`src/rtl/j2_pkg.sv`:
```
`default_nettype none
// ============================================================================
// Module      : j2_pkg
// Description : Shared constants for the j2 core stacks: encodings of the
//               signed pointer delta supplied by the ALU, default cell width
//               and pointer width, and a helper that turns a delta into the
//               number of entries it removes.
// Revision    : 1.0 - initial release
// ============================================================================
package j2_pkg;

  // Pointer delta encodings (2-bit two's complement)
  localparam logic [1:0] DELTA_HOLD = 2'b00;  //  0
  localparam logic [1:0] DELTA_PUSH = 2'b01;  // +1
  localparam logic [1:0] DELTA_POP1 = 2'b11;  // -1
  localparam logic [1:0] DELTA_POP2 = 2'b10;  // -2

  // Defaults used by the core when instantiating its stacks
  localparam int J2_WIDTH = 16;
  localparam int J2_DEPTH = 4;

  // Number of entries a delta pops (0 for hold and push).
  function automatic logic [1:0] pop_amount(input logic [1:0] delta);
    logic [1:0] amount;
    amount = 2'd0;
    if (delta == DELTA_POP1) amount = 2'd1;
    else if (delta == DELTA_POP2) amount = 2'd2;
    return amount;
  endfunction

endpackage
`default_nettype wire

```
`src/rtl/stack_ram.sv`:
```
`default_nettype none
// ============================================================================
// Module      : stack_ram
// Description : 2**DEPTH x WIDTH storage for the entries below T.
//               Asynchronous read, single synchronous write port, no reset.
// Ports       : clock        - rising-edge clock
//               write_enable - write write_data to write_addr on this edge
//               write_addr   - write address
//               write_data   - write data
//               read_addr    - read address
//               read_data    - combinational read data
// Revision    : 1.0 - initial release
// ============================================================================
module stack_ram #(
  parameter int WIDTH = 16,
  parameter int DEPTH = 4
) (
  input  logic             clock,
  input  logic             write_enable,
  input  logic [DEPTH-1:0] write_addr,
  input  logic [WIDTH-1:0] write_data,
  input  logic [DEPTH-1:0] read_addr,
  output logic [WIDTH-1:0] read_data
);

  localparam int ENTRIES = 2 ** DEPTH;

  logic [WIDTH-1:0] mem_q [ENTRIES];

  always_ff @(posedge clock) begin
    if (write_enable) begin
      mem_q[write_addr] <= write_data;
    end
  end

  assign read_data = mem_q[read_addr];

endmodule
`default_nettype wire

```
`src/rtl/stack_unit.sv`:
```
`default_nettype none
// ============================================================================
// Module      : stack_unit
// Description : Data/return stack for the j2 core. T lives in a register,
//               the entries below it live in stack_ram addressed by a
//               wrapping pointer sp. Each enabled cycle applies a signed
//               pointer delta and loads a new T. Occupancy is tracked in
//               count (0..2**DEPTH).
// Config      : STACK_GUARD_EN - when defined, pushes into a full stack and
//               pops deeper than the occupancy are blocked and latch sticky
//               overflow/underflow flags. When undefined nothing is blocked,
//               sp wraps, count saturates and both flags read 0.
// Ports       : clock            - rising-edge clock
//               active_low_reset - asynchronous active-low reset
//               enable           - apply delta/top_in this cycle
//               delta            - pointer move (hold/+1/-1/-2)
//               top_in           - new T value
//               clear_errors     - clears sticky flags (set wins)
//               top              - registered T
//               next             - N = mem[sp], 0 when the stack is empty
//               depth_count      - entries held below T
//               overflow         - sticky push-while-full flag
//               underflow        - sticky pop-too-deep flag
// Revision    : 1.0 - initial release
// ============================================================================
module stack_unit
  import j2_pkg::*;
#(
  parameter int WIDTH = J2_WIDTH,
  parameter int DEPTH = J2_DEPTH
) (
  input  logic             clock,
  input  logic             active_low_reset,
  input  logic             enable,
  input  logic [1:0]       delta,
  input  logic [WIDTH-1:0] top_in,
  input  logic             clear_errors,
  output logic [WIDTH-1:0] top,
  output logic [WIDTH-1:0] next,
  output logic [DEPTH:0]   depth_count,
  output logic             overflow,
  output logic             underflow
);

  localparam logic [DEPTH:0] FULL_COUNT = {1'b1, {DEPTH{1'b0}}};

  logic [WIDTH-1:0] top_q, top_d;
  logic [DEPTH-1:0] sp_q, sp_d;
  logic [DEPTH:0]   count_q, count_d;

  logic [1:0]       pop_amt;
  logic [DEPTH:0]   pop_amt_count;
  logic [DEPTH-1:0] pop_amt_sp;
  logic             is_push;
  logic             is_pop;
  logic             push_blocked;
  logic             pop_blocked;

  logic             ram_write_enable;
  logic [DEPTH-1:0] ram_write_addr;
  logic [WIDTH-1:0] ram_read_data;

  assign pop_amt       = pop_amount(delta);
  assign pop_amt_count = (DEPTH+1)'(pop_amt);
  assign pop_amt_sp    = DEPTH'(pop_amt);
  assign is_push       = (delta == DELTA_PUSH);
  assign is_pop        = (pop_amt != 2'd0);

`ifdef STACK_GUARD_EN
  assign push_blocked = is_push && (count_q == FULL_COUNT);
  assign pop_blocked  = is_pop && (count_q < pop_amt_count);
`else
  assign push_blocked = 1'b0;
  assign pop_blocked  = 1'b0;
`endif

  // Next-state for T, pointer and occupancy. A blocked op behaves as a stall.
  always_comb begin
    top_d            = top_q;
    sp_d             = sp_q;
    count_d          = count_q;
    ram_write_enable = 1'b0;
    ram_write_addr   = sp_q + DEPTH'(1);
    if (enable && !push_blocked && !pop_blocked) begin
      top_d = top_in;
      if (is_push) begin
        // Old T spills into the slot just above the current N.
        ram_write_enable = 1'b1;
        sp_d             = sp_q + DEPTH'(1);
        count_d          = (count_q == FULL_COUNT) ? count_q : count_q + (DEPTH+1)'(1);
      end else if (is_pop) begin
        sp_d    = sp_q - pop_amt_sp;
        count_d = (count_q < pop_amt_count) ? '0 : count_q - pop_amt_count;
      end
    end
  end

  always_ff @(posedge clock or negedge active_low_reset) begin
    if (!active_low_reset) begin
      top_q   <= '0;
      sp_q    <= '0;
      count_q <= '0;
    end else begin
      top_q   <= top_d;
      sp_q    <= sp_d;
      count_q <= count_d;
    end
  end

`ifdef STACK_GUARD_EN
  logic overflow_q, overflow_d;
  logic underflow_q, underflow_d;

  // Clear first, then any detection this cycle overrides it (set wins).
  always_comb begin
    overflow_d  = clear_errors ? 1'b0 : overflow_q;
    underflow_d = clear_errors ? 1'b0 : underflow_q;
    if (enable && push_blocked) overflow_d = 1'b1;
    if (enable && pop_blocked) underflow_d = 1'b1;
  end

  always_ff @(posedge clock or negedge active_low_reset) begin
    if (!active_low_reset) begin
      overflow_q  <= 1'b0;
      underflow_q <= 1'b0;
    end else begin
      overflow_q  <= overflow_d;
      underflow_q <= underflow_d;
    end
  end

  assign overflow  = overflow_q;
  assign underflow = underflow_q;
`else
  logic unused_clear_errors;
  assign unused_clear_errors = clear_errors;
  assign overflow            = 1'b0;
  assign underflow           = 1'b0;
`endif

  stack_ram #(
    .WIDTH (WIDTH),
    .DEPTH (DEPTH)
  ) u_stack_ram (
    .clock        (clock),
    .write_enable (ram_write_enable),
    .write_addr   (ram_write_addr),
    .write_data   (top_q),
    .read_addr    (sp_q),
    .read_data    (ram_read_data)
  );

  assign top         = top_q;
  assign depth_count = count_q;
  // Memory is not reset, so an empty stack must mask whatever sits at sp.
  assign next        = (count_q == '0) ? '0 : ram_read_data;

endmodule
`default_nettype wire

```
`config.mk`:
```
export PLATFORM = sky130hd
export DESIGN_NAME = stack_unit
export DESIGN_NICKNAME = d
export VERILOG_FILES = /design/src/rtl/j2_pkg.sv /design/src/rtl/stack_ram.sv /design/src/rtl/stack_unit.sv
export SDC_FILE = /design/constraint.sdc
export NUM_CORES = 1
export LEC_CHECK = 0
export BUFFER_PORTS_ARGS = -buffer_cell sky130_fd_sc_hd__buf_2
export CORE_MARGIN = 1
export CORE_UTILIZATION = 55
export CTS_CLUSTER_DIAMETER = 200
export DETAILED_ROUTE_END_ITERATION = 8
export GPL_TIMING_DRIVEN = 0
export PLACE_DENSITY_LB_ADDON = 0.25
export REMOVE_ABC_BUFFERS = 1
export SLEW_MARGIN = 0
export SYNTH_ARGS = -nofsm -noshare
export SYNTH_HDL_FRONTEND = slang
export SYNTH_SLANG_ARGS = --single-unit
```
`constraint.sdc`:
```
create_clock -name clock -period 3.1 [get_ports clock]
set_clock_uncertainty 0.2 [all_clocks]
set_input_delay 0.62 -clock clock [delete_from_list [all_inputs] [get_ports clock]]
set_output_delay 0.62 -clock clock [all_outputs]
set_load 0.02 [all_outputs]
```
==> results.md <==
* CTS tree: done
* Worst-path fanout max at 9
* First-pass GRT wire length at 37960 um
* Rows at 51
* Die Area at 20830 sq um
* Clock sinks at 281
* Largest family of logic cells by synthesized area: multiplexers
* Worst path top cell family by delay: buffers and inverters
* Die width at 144.3 um
* Yosys warns at 0
* Antenna violations before repair at 1
* Sequential share of the synthesized area at 74.61%
* Hold_ws at -0.02024 ns
* Peak supply drop at 504.9 uV
* Total grt overflow at 0
* Clk buf depth at 3
* Post-detailed-route wirelength per cell at 26.95 um
* Mux contribution to synthesized area at 14.64%
* Slew Viols, Final at 0
* Post-synth top flop: edfxtp_1
* Setup-failing EPs final at 16
* Cell count after synthesis at 551
* Largest net degree at the start of global routing at 43
* Layout area overhead at 21.20%
* Startpoint type of the worst setup path: flop
* CTS root buf: clkbuf_16
* Worst skew pair latency at 0.54 ns
* Crit path DAT at 2.48 ns
* Leak pwr at 4.607 nW
* Tcrit/Tclk final at 106.5%
* Fin. Hold Viols at 25
* FMAX at 303.0 MHz
* DP HPWL at 14040 um
* Power Density at 850.0 nW/um^2
* Unrepaired setup endpoints after global routing: yes
* Worst EP required at 2.28 ns
* Mapped cell area at 11140 sq um
* Area post-placement at 12030 sq um
* Vias per cell at 6.254
* Area contributors post-synth: edfxtp_1 69%, mux4_2 13%, dfrtp_1 5.6%
* Worst Max-Slew Pin Slew at 1.121 ns
* Die Ht at 144.3 um
* Reg clk slew, reported paths at 0.06 ns
* Number of synthesized flops with an enable pin at 256
* Routability Congestion at 0.8364
* Crit end category: primary output
* Crit-path cells: inv_2 > ha_4 > nor4b_4 > buf_4 > nor3b_4 > buf_12 > buf_8 > a22oi_2 > nand2_1 > buf_2
* Xor/xnor share of the synthesized area at 0.2358%
* Synth Area in Compound Gates at 4.020%
* Most common cell in the synthesized netlist: edfxtp_1
* Crit path kind: reg -> out
* Initial DRC count at 578
* Distinct cells, synth at 44
* CTS buffer count at 28
* Post-Layout Inst Area at 13500 sq um
* Seq cells post-synth at 281
* Core ar. at 19650 sq um
* Syn Area/Cell at 20.22 sq um
* Starting Density at 56.69%
* Post-Synth Adder-Cell Area at 1.595%
* Total power at 11.48 mW
* Residual DRC count at 0
* Simple-gate share of the synthesized area at 3.290%
* IO Pins at 61
* Top cells by count, synth: 256 x edfxtp_1, 64 x mux4_2, 33 x a22oi_1
* Failing checks: hold timing, setup timing
* Vias in the first global route at 6057
* Fin crit period at 3.300 ns
* Vias after detailed routing at 5929
* Slowest cell on crit path: dfrtp_1
* PortBufs at 57
* Leading area contributor after synthesis: edfxtp_1
* CTS Hold Bufs at 0
* Fin nets at 695
* Slew HR at 24.94%
* Outcome: complete, but fails checks
* Final Routed Wirelength at 25540 um
* ANT nets after route at 0
* CP max stage delay at 0.39 ns
* Post-synth top area share at 68.99%
* Layout cell share with drive strength beyond 1 at 40.47%
* Total GRT Usage at 25.95%
* Bufs and invs on worst path at 5
* Max-cap violations at 0
* Async SR Flop Fraction at 8.897%
* Post-route setup slack at -0.2001 ns
* Detailed Routing Iterations Pass 1 at 8
* HP Class: in -> async
* CTS H-tree depth at 1
-- stage by stage --
step / setup slack, ns / utilization, % / setup TNS [ns] / std cells
3_3_place_gp: -3.686 / 59.09 / -980.52 / 844
4_1_cts: -0.09888 / 68.26 / -0.6541 / 947
3_5_place_dp: -0.4116 / 61.20 / -47.52 / 865
6_report: -0.2001 / 68.71 / -2.014 / 948
2_1_floorplan: -1.748 / - / -452.56 / 522
5_1_grt: -0.2690 / 68.71 / -6.542 / 948
-- sequential cells by signal, indices dropped and copies added, names as in the netlist --
register	count
top	16
u_stack_ram.mem_q	256
depth_count	5
sp_q	4
-- cells by family after synthesis --
family	after synthesis
AO/OA/AOI/OAI	62
XOR/XNOR	3
adder cells (fa/ha/maj)	13
buffers and inverters	37
flip-flops	281
multiplexers	81
other	1
AND/OR/NAND/NOR	73
-- path summary, 6_finish.rpt --
| path | start | endpoint | slack (ns) | cells past startpoint |
|---|---|---|---|---|
| worst min register to register | depth_count[0] | depth_count[0] | 0.47 | 2 |
| min in group clock | top_in[9] | top[9] | 0.11 | 2 |
| worst max register to register | sp_q[0] | u_stack_ram.mem_q[3][7] | 0.01 | 7 |
| worst max-delay path | depth_count[0] | next[15] | -0.20 | 10 |
| worst min-delay path | active_low_reset | sp_q[0] | -0.02 | 1 |
| max in group asynchronous | active_low_reset | sp_q[1] | 2.12 | 1 |
-- report_power, final --
part           leakage (nW)  switching [mW]  internal, mW
Sequential             2.60           0.271          4.36
Clock                 0.431            1.37          1.88
Combinational          1.58            1.95          1.66
Total                  4.61            3.58          7.90
-- worst reg2reg max path: cells and delay by family, from the launching register on --
family,cells,cell delay (ns)
compound gates,1,0.86
fa+ha+maj,1,0.37
buf+inv,3,0.57
flops,1,0.47
simple gates,2,0.36
-- metal layers --
layer  routed length (um)  part of all wire [%]  track usage, %  vias to the layer above
met5                    0                     0               0                        -
met4                  494                   1.9           7.645                        0
met3                 2089                   8.2           4.536                       47
met2                13070                    51           43.40                      308
met1                 9890                    39           35.20                     3081
li1                     -                     -               -                     2493
-- final cells by class --
type                    count  area [sq um]
fillers                  1231          6150
diodes                      1         2.502
clock buffers              37         755.7
multi-input cells         235          2875
repair buffers            107          1065
clock inverters            15         126.4
inverters                   7         26.28
flip-flops and latches    281          8322
well taps                 265         331.6
-- repair_timing --
action | in CTS | in global routing
gates cloned | 4 | 0
buffers inserted | 27 | 1
pin swaps | 9 | 5
setup endpoints to repair | 255 | 64
resized for setup | 33 | 20
-- layout by cell type, fill, tap and decap left out, types with 5 or more instances in the layout --
| cell type | count |
|---|---|
| buf_4 | 13 |
| a22oi_2 | 19 |
| nand3_1 | 9 |
| nor2_1 | 8 |
| clkinv_2 | 8 |
| a22oi_1 | 14 |
| edfxtp_1 | 256 |
| nand2_1 | 21 |
| clkbuf_16 | 29 |
| mux2_2 | 16 |
| o21ai_0 | 10 |
| nor2_2 | 10 |
| inv_1 | 5 |
| buf_12 | 8 |
| buf_6 | 9 |
| buf_16 | 5 |
| ha_1 | 10 |
| mux4_2 | 64 |
| buf_2 | 53 |
| dfrtp_1 | 22 |
| clkbuf_1 | 8 |
| buf_8 | 18 |
| nor2_4 | 6 |
Power figures use the tool's default switching activity.
